$ cat src/rtl/generador_sincronia_vga_if.sv
// VGA timing bundle between the sync generator and downstream pixel logic.
//   enable       run control driven by the consumer side
//   pixel_tick   one-clk pulse per pixel period
//   hsync/vsync  sync levels at their configured polarity
//   video_on     visible-area flag aligned with pixel_x/pixel_y
//   pixel_x/y    current horizontal/vertical counts
//   line_start   one-clk pulse when pixel_x becomes 0
//   frame_start  one-clk pulse when (pixel_x, pixel_y) becomes (0,0)
interface generador_sincronia_vga_if #(
  parameter int CW = 10
);
  logic          enable;
  logic          pixel_tick;
  logic          hsync;
  logic          vsync;
  logic          video_on;
  logic [CW-1:0] pixel_x;
  logic [CW-1:0] pixel_y;
  logic          line_start;
  logic          frame_start;

  modport master (
    input  enable,
    output pixel_tick, hsync, vsync, video_on,
    output pixel_x, pixel_y, line_start, frame_start
  );

  modport slave (
    output enable,
    input  pixel_tick, hsync, vsync, video_on,
    input  pixel_x, pixel_y, line_start, frame_start
  );
endinterface

$ cat src/rtl/generador_sincronia_vga.sv
// Parametrised VGA timing generator running from the system clock.
// A prescaler produces pixel_tick every CLK_DIV enabled clocks; the pixel
// counters advance on each tick and the sync/blanking/strobe outputs are
// registered from the next counter values so they line up with pixel_x/y.
//   clk      system clock
//   reset_n  asynchronous active-low reset
//   vga      timing bundle (master side): enable in, timing outputs out
module generador_sincronia_vga #(
  parameter int CW        = 10,
  parameter int CLK_DIV   = 2,
  parameter int H_VISIBLE = 640,
  parameter int H_FRONT   = 16,
  parameter int H_SYNC    = 96,
  parameter int H_BACK    = 48,
  parameter int V_VISIBLE = 480,
  parameter int V_FRONT   = 10,
  parameter int V_SYNC    = 2,
  parameter int V_BACK    = 33,
  parameter bit HSYNC_POL = 1'b0,
  parameter bit VSYNC_POL = 1'b0
) (
  input  logic                       clk,
  input  logic                       reset_n,
  generador_sincronia_vga_if.master  vga
);

  localparam int H_TOTAL = H_VISIBLE + H_FRONT + H_SYNC + H_BACK;
  localparam int V_TOTAL = V_VISIBLE + V_FRONT + V_SYNC + V_BACK;
  localparam int PW      = (CLK_DIV > 1) ? $clog2(CLK_DIV) : 1;

  localparam logic [CW-1:0] X_MAX   = CW'(H_TOTAL - 1);
  localparam logic [CW-1:0] Y_MAX   = CW'(V_TOTAL - 1);
  localparam logic [CW-1:0] X_VIS   = CW'(H_VISIBLE);
  localparam logic [CW-1:0] Y_VIS   = CW'(V_VISIBLE);
  localparam logic [CW-1:0] HS_BEG  = CW'(H_VISIBLE + H_FRONT);
  localparam logic [CW-1:0] HS_END  = CW'(H_VISIBLE + H_FRONT + H_SYNC - 1);
  localparam logic [CW-1:0] VS_BEG  = CW'(V_VISIBLE + V_FRONT);
  localparam logic [CW-1:0] VS_END  = CW'(V_VISIBLE + V_FRONT + V_SYNC - 1);
  localparam logic [PW-1:0] P_LAST  = PW'(CLK_DIV - 1);

  logic [PW-1:0] presc;
  logic [CW-1:0] x_q, y_q;
  logic [CW-1:0] nx, ny;
  logic          tick;
  logic          hs_q, vs_q, vid_q, ls_q, fs_q;
  logic          hs_act, vs_act, vid_nxt;

  assign tick = vga.enable & (presc == P_LAST);

  always_comb begin
    nx = x_q + CW'(1);
    ny = y_q;
    if (x_q == X_MAX) begin
      nx = '0;
      ny = (y_q == Y_MAX) ? '0 : y_q + CW'(1);
    end
    hs_act  = (nx >= HS_BEG) && (nx <= HS_END);
    vs_act  = (ny >= VS_BEG) && (ny <= VS_END);
    vid_nxt = (nx < X_VIS) && (ny < Y_VIS);
  end

  // Strobes are held (not cleared) while disabled and masked at the output,
  // so a strobe pending when enable drops is delivered on resume instead of lost.
  always_ff @(posedge clk or negedge reset_n) begin
    if (!reset_n) begin
      presc <= '0;
      x_q   <= '0;
      y_q   <= '0;
      hs_q  <= ~HSYNC_POL;
      vs_q  <= ~VSYNC_POL;
      vid_q <= 1'b0;
      ls_q  <= 1'b0;
      fs_q  <= 1'b0;
    end else if (vga.enable) begin
      presc <= tick ? '0 : presc + PW'(1);
      ls_q  <= tick && (nx == '0);
      fs_q  <= tick && (nx == '0) && (ny == '0);
      if (tick) begin
        x_q   <= nx;
        y_q   <= ny;
        hs_q  <= hs_act ? HSYNC_POL : ~HSYNC_POL;
        vs_q  <= vs_act ? VSYNC_POL : ~VSYNC_POL;
        vid_q <= vid_nxt;
      end
    end
  end

  // With CLK_DIV=1 the prescaler sits at its last value during reset, so the
  // combinational tick is gated to keep it low while reset_n is asserted.
  assign vga.pixel_tick  = tick & reset_n;
  assign vga.hsync       = hs_q;
  assign vga.vsync       = vs_q;
  assign vga.video_on    = vid_q;
  assign vga.pixel_x     = x_q;
  assign vga.pixel_y     = y_q;
  assign vga.line_start  = ls_q & vga.enable;
  assign vga.frame_start = fs_q & vga.enable;

endmodule

$ cat src/flat_wrapper.sv
// flat-port wrapper written by rule: the top's interface ports become plain ports
module generador_sincronia_vga_flat 
#(
  parameter int CW        = 10,
  parameter int CLK_DIV   = 2,
  parameter int H_VISIBLE = 640,
  parameter int H_FRONT   = 16,
  parameter int H_SYNC    = 96,
  parameter int H_BACK    = 48,
  parameter int V_VISIBLE = 480,
  parameter int V_FRONT   = 10,
  parameter int V_SYNC    = 2,
  parameter int V_BACK    = 33,
  parameter bit HSYNC_POL = 1'b0,
  parameter bit VSYNC_POL = 1'b0
)
  (clk, reset_n, vga_enable, vga_pixel_tick, vga_hsync, vga_vsync, vga_video_on, vga_pixel_x, vga_pixel_y, vga_line_start, vga_frame_start);
  generador_sincronia_vga_if #(.CW(CW)) vga_i ();
  input  logic clk;
  input  logic reset_n;
  input wire logic [$bits(vga_i.enable)-1:0] vga_enable;
  output wire logic [$bits(vga_i.pixel_tick)-1:0] vga_pixel_tick;
  output wire logic [$bits(vga_i.hsync)-1:0] vga_hsync;
  output wire logic [$bits(vga_i.vsync)-1:0] vga_vsync;
  output wire logic [$bits(vga_i.video_on)-1:0] vga_video_on;
  output wire logic [$bits(vga_i.pixel_x)-1:0] vga_pixel_x;
  output wire logic [$bits(vga_i.pixel_y)-1:0] vga_pixel_y;
  output wire logic [$bits(vga_i.line_start)-1:0] vga_line_start;
  output wire logic [$bits(vga_i.frame_start)-1:0] vga_frame_start;
  assign vga_i.enable = vga_enable;
  assign vga_pixel_tick = vga_i.pixel_tick;
  assign vga_hsync = vga_i.hsync;
  assign vga_vsync = vga_i.vsync;
  assign vga_video_on = vga_i.video_on;
  assign vga_pixel_x = vga_i.pixel_x;
  assign vga_pixel_y = vga_i.pixel_y;
  assign vga_line_start = vga_i.line_start;
  assign vga_frame_start = vga_i.frame_start;
  generador_sincronia_vga #(.CW(CW), .CLK_DIV(CLK_DIV), .H_VISIBLE(H_VISIBLE), .H_FRONT(H_FRONT), .H_SYNC(H_SYNC), .H_BACK(H_BACK), .V_VISIBLE(V_VISIBLE), .V_FRONT(V_FRONT), .V_SYNC(V_SYNC), .V_BACK(V_BACK), .HSYNC_POL(HSYNC_POL), .VSYNC_POL(VSYNC_POL)) u_core (.clk(clk), .reset_n(reset_n), .vga(vga_i));
endmodule
$ cat config.mk
export PLATFORM = sky130hd
export DESIGN_NAME = generador_sincronia_vga_flat
export DESIGN_NICKNAME = d
export VERILOG_FILES = /design/src/rtl/generador_sincronia_vga_if.sv /design/src/rtl/generador_sincronia_vga.sv /design/src/flat_wrapper.sv
export SDC_FILE = /design/constraint.sdc
export NUM_CORES = 1
export LEC_CHECK = 0
export ABC_AREA = 1
export BUFFER_PORTS_ARGS = -buffer_cell sky130_fd_sc_hd__buf_2
export CORE_MARGIN = 5
export CORE_UTILIZATION = 26
export DETAILED_ROUTE_END_ITERATION = 8
export GPL_TIMING_DRIVEN = 0
export PLACE_DENSITY_LB_ADDON = 0.1
export REMOVE_ABC_BUFFERS = 1
export SYNTH_ARGS = -nofsm -noshare
export SYNTH_HDL_FRONTEND = slang
export SYNTH_SLANG_ARGS = --single-unit
$ cat constraint.sdc
create_clock -name clk -period 3.1 [get_ports clk]
set_input_delay 0.62 -clock clk [delete_from_list [all_inputs] [get_ports clk]]
set_output_delay 0.62 -clock clk [all_outputs]
set_load 0.01 [all_outputs]
* Word level (Yosys, flattened, before mapping)
Cells that the tools add are included.
** Storage, ports and cells
- Bits in registers :: 26
- Input port bits :: 3
- Output and inout port bits :: 26
- Logic and storage cells :: 37
** Operators by class
- Add/subtract/negate cells :: 3
- Magnitude comparators :: 6
- Equality and inequality tests :: 2
- Multiplexer cells :: 6
- Bitwise logic cells :: 4
- Reductions and logical operators :: 8
** Operators with widths (count)
- 2-to-1 mux 10 bit :: 3
- adder 10 x 1 -> 10 bit, second input constant :: 2
- equality test 10 bit, second input constant :: 2
- logical NOT 10 bit :: 2
- greater-or-equal comparator 10 bit, second input constant :: 1
- greater-or-equal comparator 10 x 9 -> 1 bit, second input constant :: 1
- less-or-equal comparator 10 bit, second input constant :: 1
- less-or-equal comparator 10 x 9 -> 1 bit, second input constant :: 1
- < comparator 10 bit, second input constant :: 1
- < comparator 10 x 9 -> 1 bit, second input constant :: 1
- logical AND 1 bit :: 5
- bitwise AND 1 bit :: 4
- 2-to-1 mux 1 bit :: 3
- AND reduction 2 bit :: 1
- adder 1 bit, second input constant :: 1

* Logic depth before layout (Yosys ltp)
- Depth after elaboration :: 6
- Mapped depth :: 13
- Depth with buffers taken out :: 13

* Least setup slack after synthesis
Ideal clock, no wire load.
- Kind :: input -> output
- Start :: in vga_enable
- End :: out vga_pixel_tick
- Data arrival time :: 1.344 ns
- Data required time :: 2.480 ns
- Slack :: 1.136 ns
- Stages :: 4
- Buffers on the path :: 2
- Cell sequence :: nand2_1 -> clkbuf_1 -> clkbuf_1 -> nor2_1
** Between the ends
- Longest elaborated chain between the ends :: 2
** RTL lines
- from (decl) :: RTL line flat_wrapper.sv:21 : input wire logic [$bits(vga_i.enable)-1:0] vga_enable;
- bitwise AND 1 bit :: RTL line generador_sincronia_vga.sv:48 : assign tick = vga.enable & (presc == P_LAST);
- bitwise AND 1 bit :: RTL line generador_sincronia_vga.sv:90 : assign vga.pixel_tick = tick & reset_n;
- to (decl) :: RTL line flat_wrapper.sv:22 : output wire logic [$bits(vga_i.pixel_tick)-1:0] vga_pixel_tick;
Every way passes these cells.

* Worst setup path in the final report
- Start :: in vga_enable
- End :: reg u_core.fs_q
** Between the ends
- Longest elaborated chain between the ends :: 3
** RTL lines
- bitwise AND 1 bit :: RTL line generador_sincronia_vga.sv:48
- logical AND 1 bit (2 in series) :: RTL line generador_sincronia_vga.sv:77 : fs_q <= tick && (nx == '0) && (ny == '0);
- to (signal assigned) :: RTL line generador_sincronia_vga.sv:77
- to (decl) :: RTL line generador_sincronia_vga.sv:45 : logic hs_q, vs_q, vid_q, ls_q, fs_q;
Several ways; a longest one is shown, not always the timed one.
A chain may end at the register's enable or synchronous reset.

==> results.json <==
{
  "cp-start-kind": "primary input",
  "die_w_um": 95.1,
  "synth_seq_area_share_pct": 34.7,
  "cts-buffers-inserted": 3,
  "leakage_uw": 0.00109,
  "fin_tns_setup_ns": 0,
  "fillers": 809,
  "rsz0062_at_grt": "false",
  "cts.reportedPaths.clkPinSlew_ns": 0.10,
  "cp_top_family": "simple AND/OR/NAND/NOR gates",
  "netlist_area_sq_mm": 0.00188,
  "ctsHtreeMaxLevel": 1,
  "max_slew.worst_pin.slew_ns": 0.984,
  "internal_power_uw": 740,
  "maxCapViolCount": 0,
  "clock-sinks": 26,
  "drive_above_1_share_pct": 16.5,
  "fp-row-count": 31,
  "routed_wl_mm": 4.94,
  "drc": 0,
  "syn_inst": 280,
  "cts_tree": "done",
  "cp.depth": 9,
  "seq_area_sq_um": 653,
  "viasPerCell": 4.35,
  "crit_path_frequent_cell": "nand2_1",
  "hold_buffers": 0,
  "path_class": "in -> reg",
  "slowest_stage": "inv_1",
  "grt_overflow": 0,
  "setup_slack_ns": 0.687,
  "crit_chain": "buf_2 > nand2_1 > inv_1 > nand2_1 > nor2_1 > nand3_1 > nor2_1 > nand3_1 > nand2_1",
  "seqPwrFrac_pct": 42.2,
  "io_pins": 29,
  "die_y_um": 95.1,
  "postCtsSetupBuffers": 0,
  "grtUsageTotal_pct": 12.1,
  "dpl.hpwl_mm": 3.70,
  "final_cell_mix": "nand2_1 (85), nor2_1 (36), inv_1 (34)",
  "pre_cts_ws_ns": 0.303,
  "hold_viol": 0,
  "setup_viol": 0,
  "syn_area_per_cell_sq_um": 6.73,
  "drtAntennaViolNets": 0,
  "clk_path_buf_depth": 2,
  "crit_fanout": 30,
  "fin_worst_skew_ns": 0.00314,
  "combPwrFrac_pct": 34.0,
  "drv_slew": 0,
  "synthAdderAreaFrac_pct": 3.32,
  "finalNetCount": 312,
  "syn_to_final_growth_pct": 15.0,
  "reg2reg_depth": 8,
  "final_common_cell": "nand2_1",
  "slowest_delay_ns": 0.66,
  "cp_num_buf_inv": 2,
  "layout_min_cycle_time_ns": 2.41,
  "slew_headroom_pct": 34.2,
  "switchingPower_uw": 517,
  "end_kind": "register",
  "core_sq_mm": 0.00714,
  "period_share_pct": 77.8,
  "clockRootBuffer": "clkbuf_8",
  "synth_cell_types": 33,
  "dr.pass1.iters": 4,
  "numPortBuffers": 28,
  "cp.arrival_ns": 2.64,
  "place_congestion": 0.794,
  "yosys_warnings": 0,
  "synth_top_family_by_area": "simple AND/OR/NAND/NOR gates",
  "synth_xor_area_share_pct": 0.930,
  "multiInputGateArea_sq_mm": 0.00104,
  "drtIter0Drc": 91,
  "antenna_found_initial": 0,
  "p_per_area_mw_per_mm2": 580,
  "grt_pass1_wl_mm": 8.56,
  "ir_drop_mv": 0.251,
  "ys_seq_elements": 26,
  "crit_required_ns": 3.33,
  "grt_pass1_vias": 1741,
  "status": "finished clean",
  "grt_max_degree": 31,
  "clock_latency_ns": 0.28,
  "cts_resized": 0,
  "fmax_mhz": 414,
  "initial_utilization_pct": 26.4,
  "vias": 1748,
  "p_clk_share_pct": 23.7,
  "synthMuxAreaShare_pct": 0,
  "die_area_sq_mm": 0.00905,
  "synth_compound_area_share_pct": 9.83,
  "wl_per_cell_um": 12.3,
  "diodes": 0,
  "hp-class": "in -> async",
  "yosys.area_share.simple_pct": 41.0,
  "netSwitchingFraction_pct": 41.1
}
-- power groups by stage --
stage | clock network [uW] | registers, uW | logic (uW)
finish | 298 | 531 | 427
global placement | 0 | 538 | 432
detailed placement | 0 | 539 | 435
global route | 329 | 551 | 503
floorplan | 0 | 543 | 262
CTS | 316 | 533 | 437
-- sequential cells by signal, summed over array words and instances (netlist names) --
| register | cells |
|---|---|
| u_core.fs_q | 1 |
| u_core.ls_q | 1 |
| u_core.presc | 1 |
| u_core.vga.hsync | 1 |
| u_core.vga.pixel_x | 10 |
| u_core.vga.pixel_y | 10 |
| u_core.vga.video_on | 1 |
| u_core.vga.vsync | 1 |
-- area by class of cell --
class / count / share of cell area [%]
Inverter: 37 / 6.47
Multi-Input combinational cell: 208 / 47.9
Sequential cell: 26 / 30.1
Clock inverter: 1 / 1.39
Clock buffer: 3 / 1.91
Timing Repair Buffer: 28 / 6.47
Tap cell: 99 / 5.72
-- cells by family after synthesis --
kind of cell               after synthesis
DFF                                     26
AOI/OAI and AO/OA                       34
adders and majority gates                5
buffers and inverters                   46
and+or+nand+nor                        167
xor gates and xnor gates                 2
-- cells in the mapped netlist (all sizes together) --
cell / count / share of area [%]
o21ai: 26 / 7.1
a21oi: 5 / 1.5
inv: 35 / 7.0
nand2: 88 / 18
clkbuf: 4 / 0.80
nor3b: 1 / 0.40
o21bai: 2 / 0.80
dfrtp: 24 / 32
nand3: 26 / 7.7
dfstp: 2 / 2.8
nor2: 40 / 9.5
ha: 5 / 3.3
o21a: 1 / 0.40
xor2: 2 / 0.93
buf: 5 / 2.0
nor3: 3 / 1.4
nand4: 8 / 3.5
clkinv: 2 / 0.46
nand3b: 1 / 0.40
-- worst register-to-register path: stages (launching register included) --
cell	delay [ns]
dfrtp_1	0.36
nand2_1	0.57
inv_1	0.66
nand2_1	0.15
nor2_1	0.13
nand3_1	0.12
nor2_1	0.12
nand3_1	0.08
nand2_1	0.06
-- worst paths after layout --
| path | to | slack [ns] | from |
|---|---|---|---|
| min in group clk | u_core.vga.video_on | 0.49 | u_core.vga.video_on |
| hold reg to reg | u_core.vga.video_on | 0.49 | u_core.vga.video_on |
| hold / removal | u_core.vga.pixel_x[3] | 0.35 | reset_n |
| max in group asynchronous | u_core.vga.pixel_y[6] | 2.34 | reset_n |
| setup reg to reg | u_core.fs_q | 0.79 | u_core.presc |
| setup / recovery | u_core.fs_q | 0.69 | vga_enable |
-- per-layer routing --
metal | part of all wire, % | wire, um | vias to the layer above | track usage, %
met5 | 0 | 0 | - | 0
met4 | 1.4 | 71 | 0 | 4.33
met3 | 3.7 | 183 | 4 | 1.42
met2 | 44 | 2160 | 34 | 18.9
met1 | 51 | 2520 | 768 | 17.2
li1 | - | - | 942 | -
-- through the flow --
step                      hold WS [ns]  utilization [%]  cells  instance area, sq um  power, uW
final                            0.348             30.4    402                  2170       1260
after global routing             0.400             30.4    402                  2170       1380
after global placement           0.464             29.4    398                  2100        970
after detailed placement         0.466             29.4    398                  2100        974
after CTS                        0.368             30.4    402                  2170       1290
after floorplan                  0.324                -    271                  1830        805
Power figures use the tool's default switching activity.
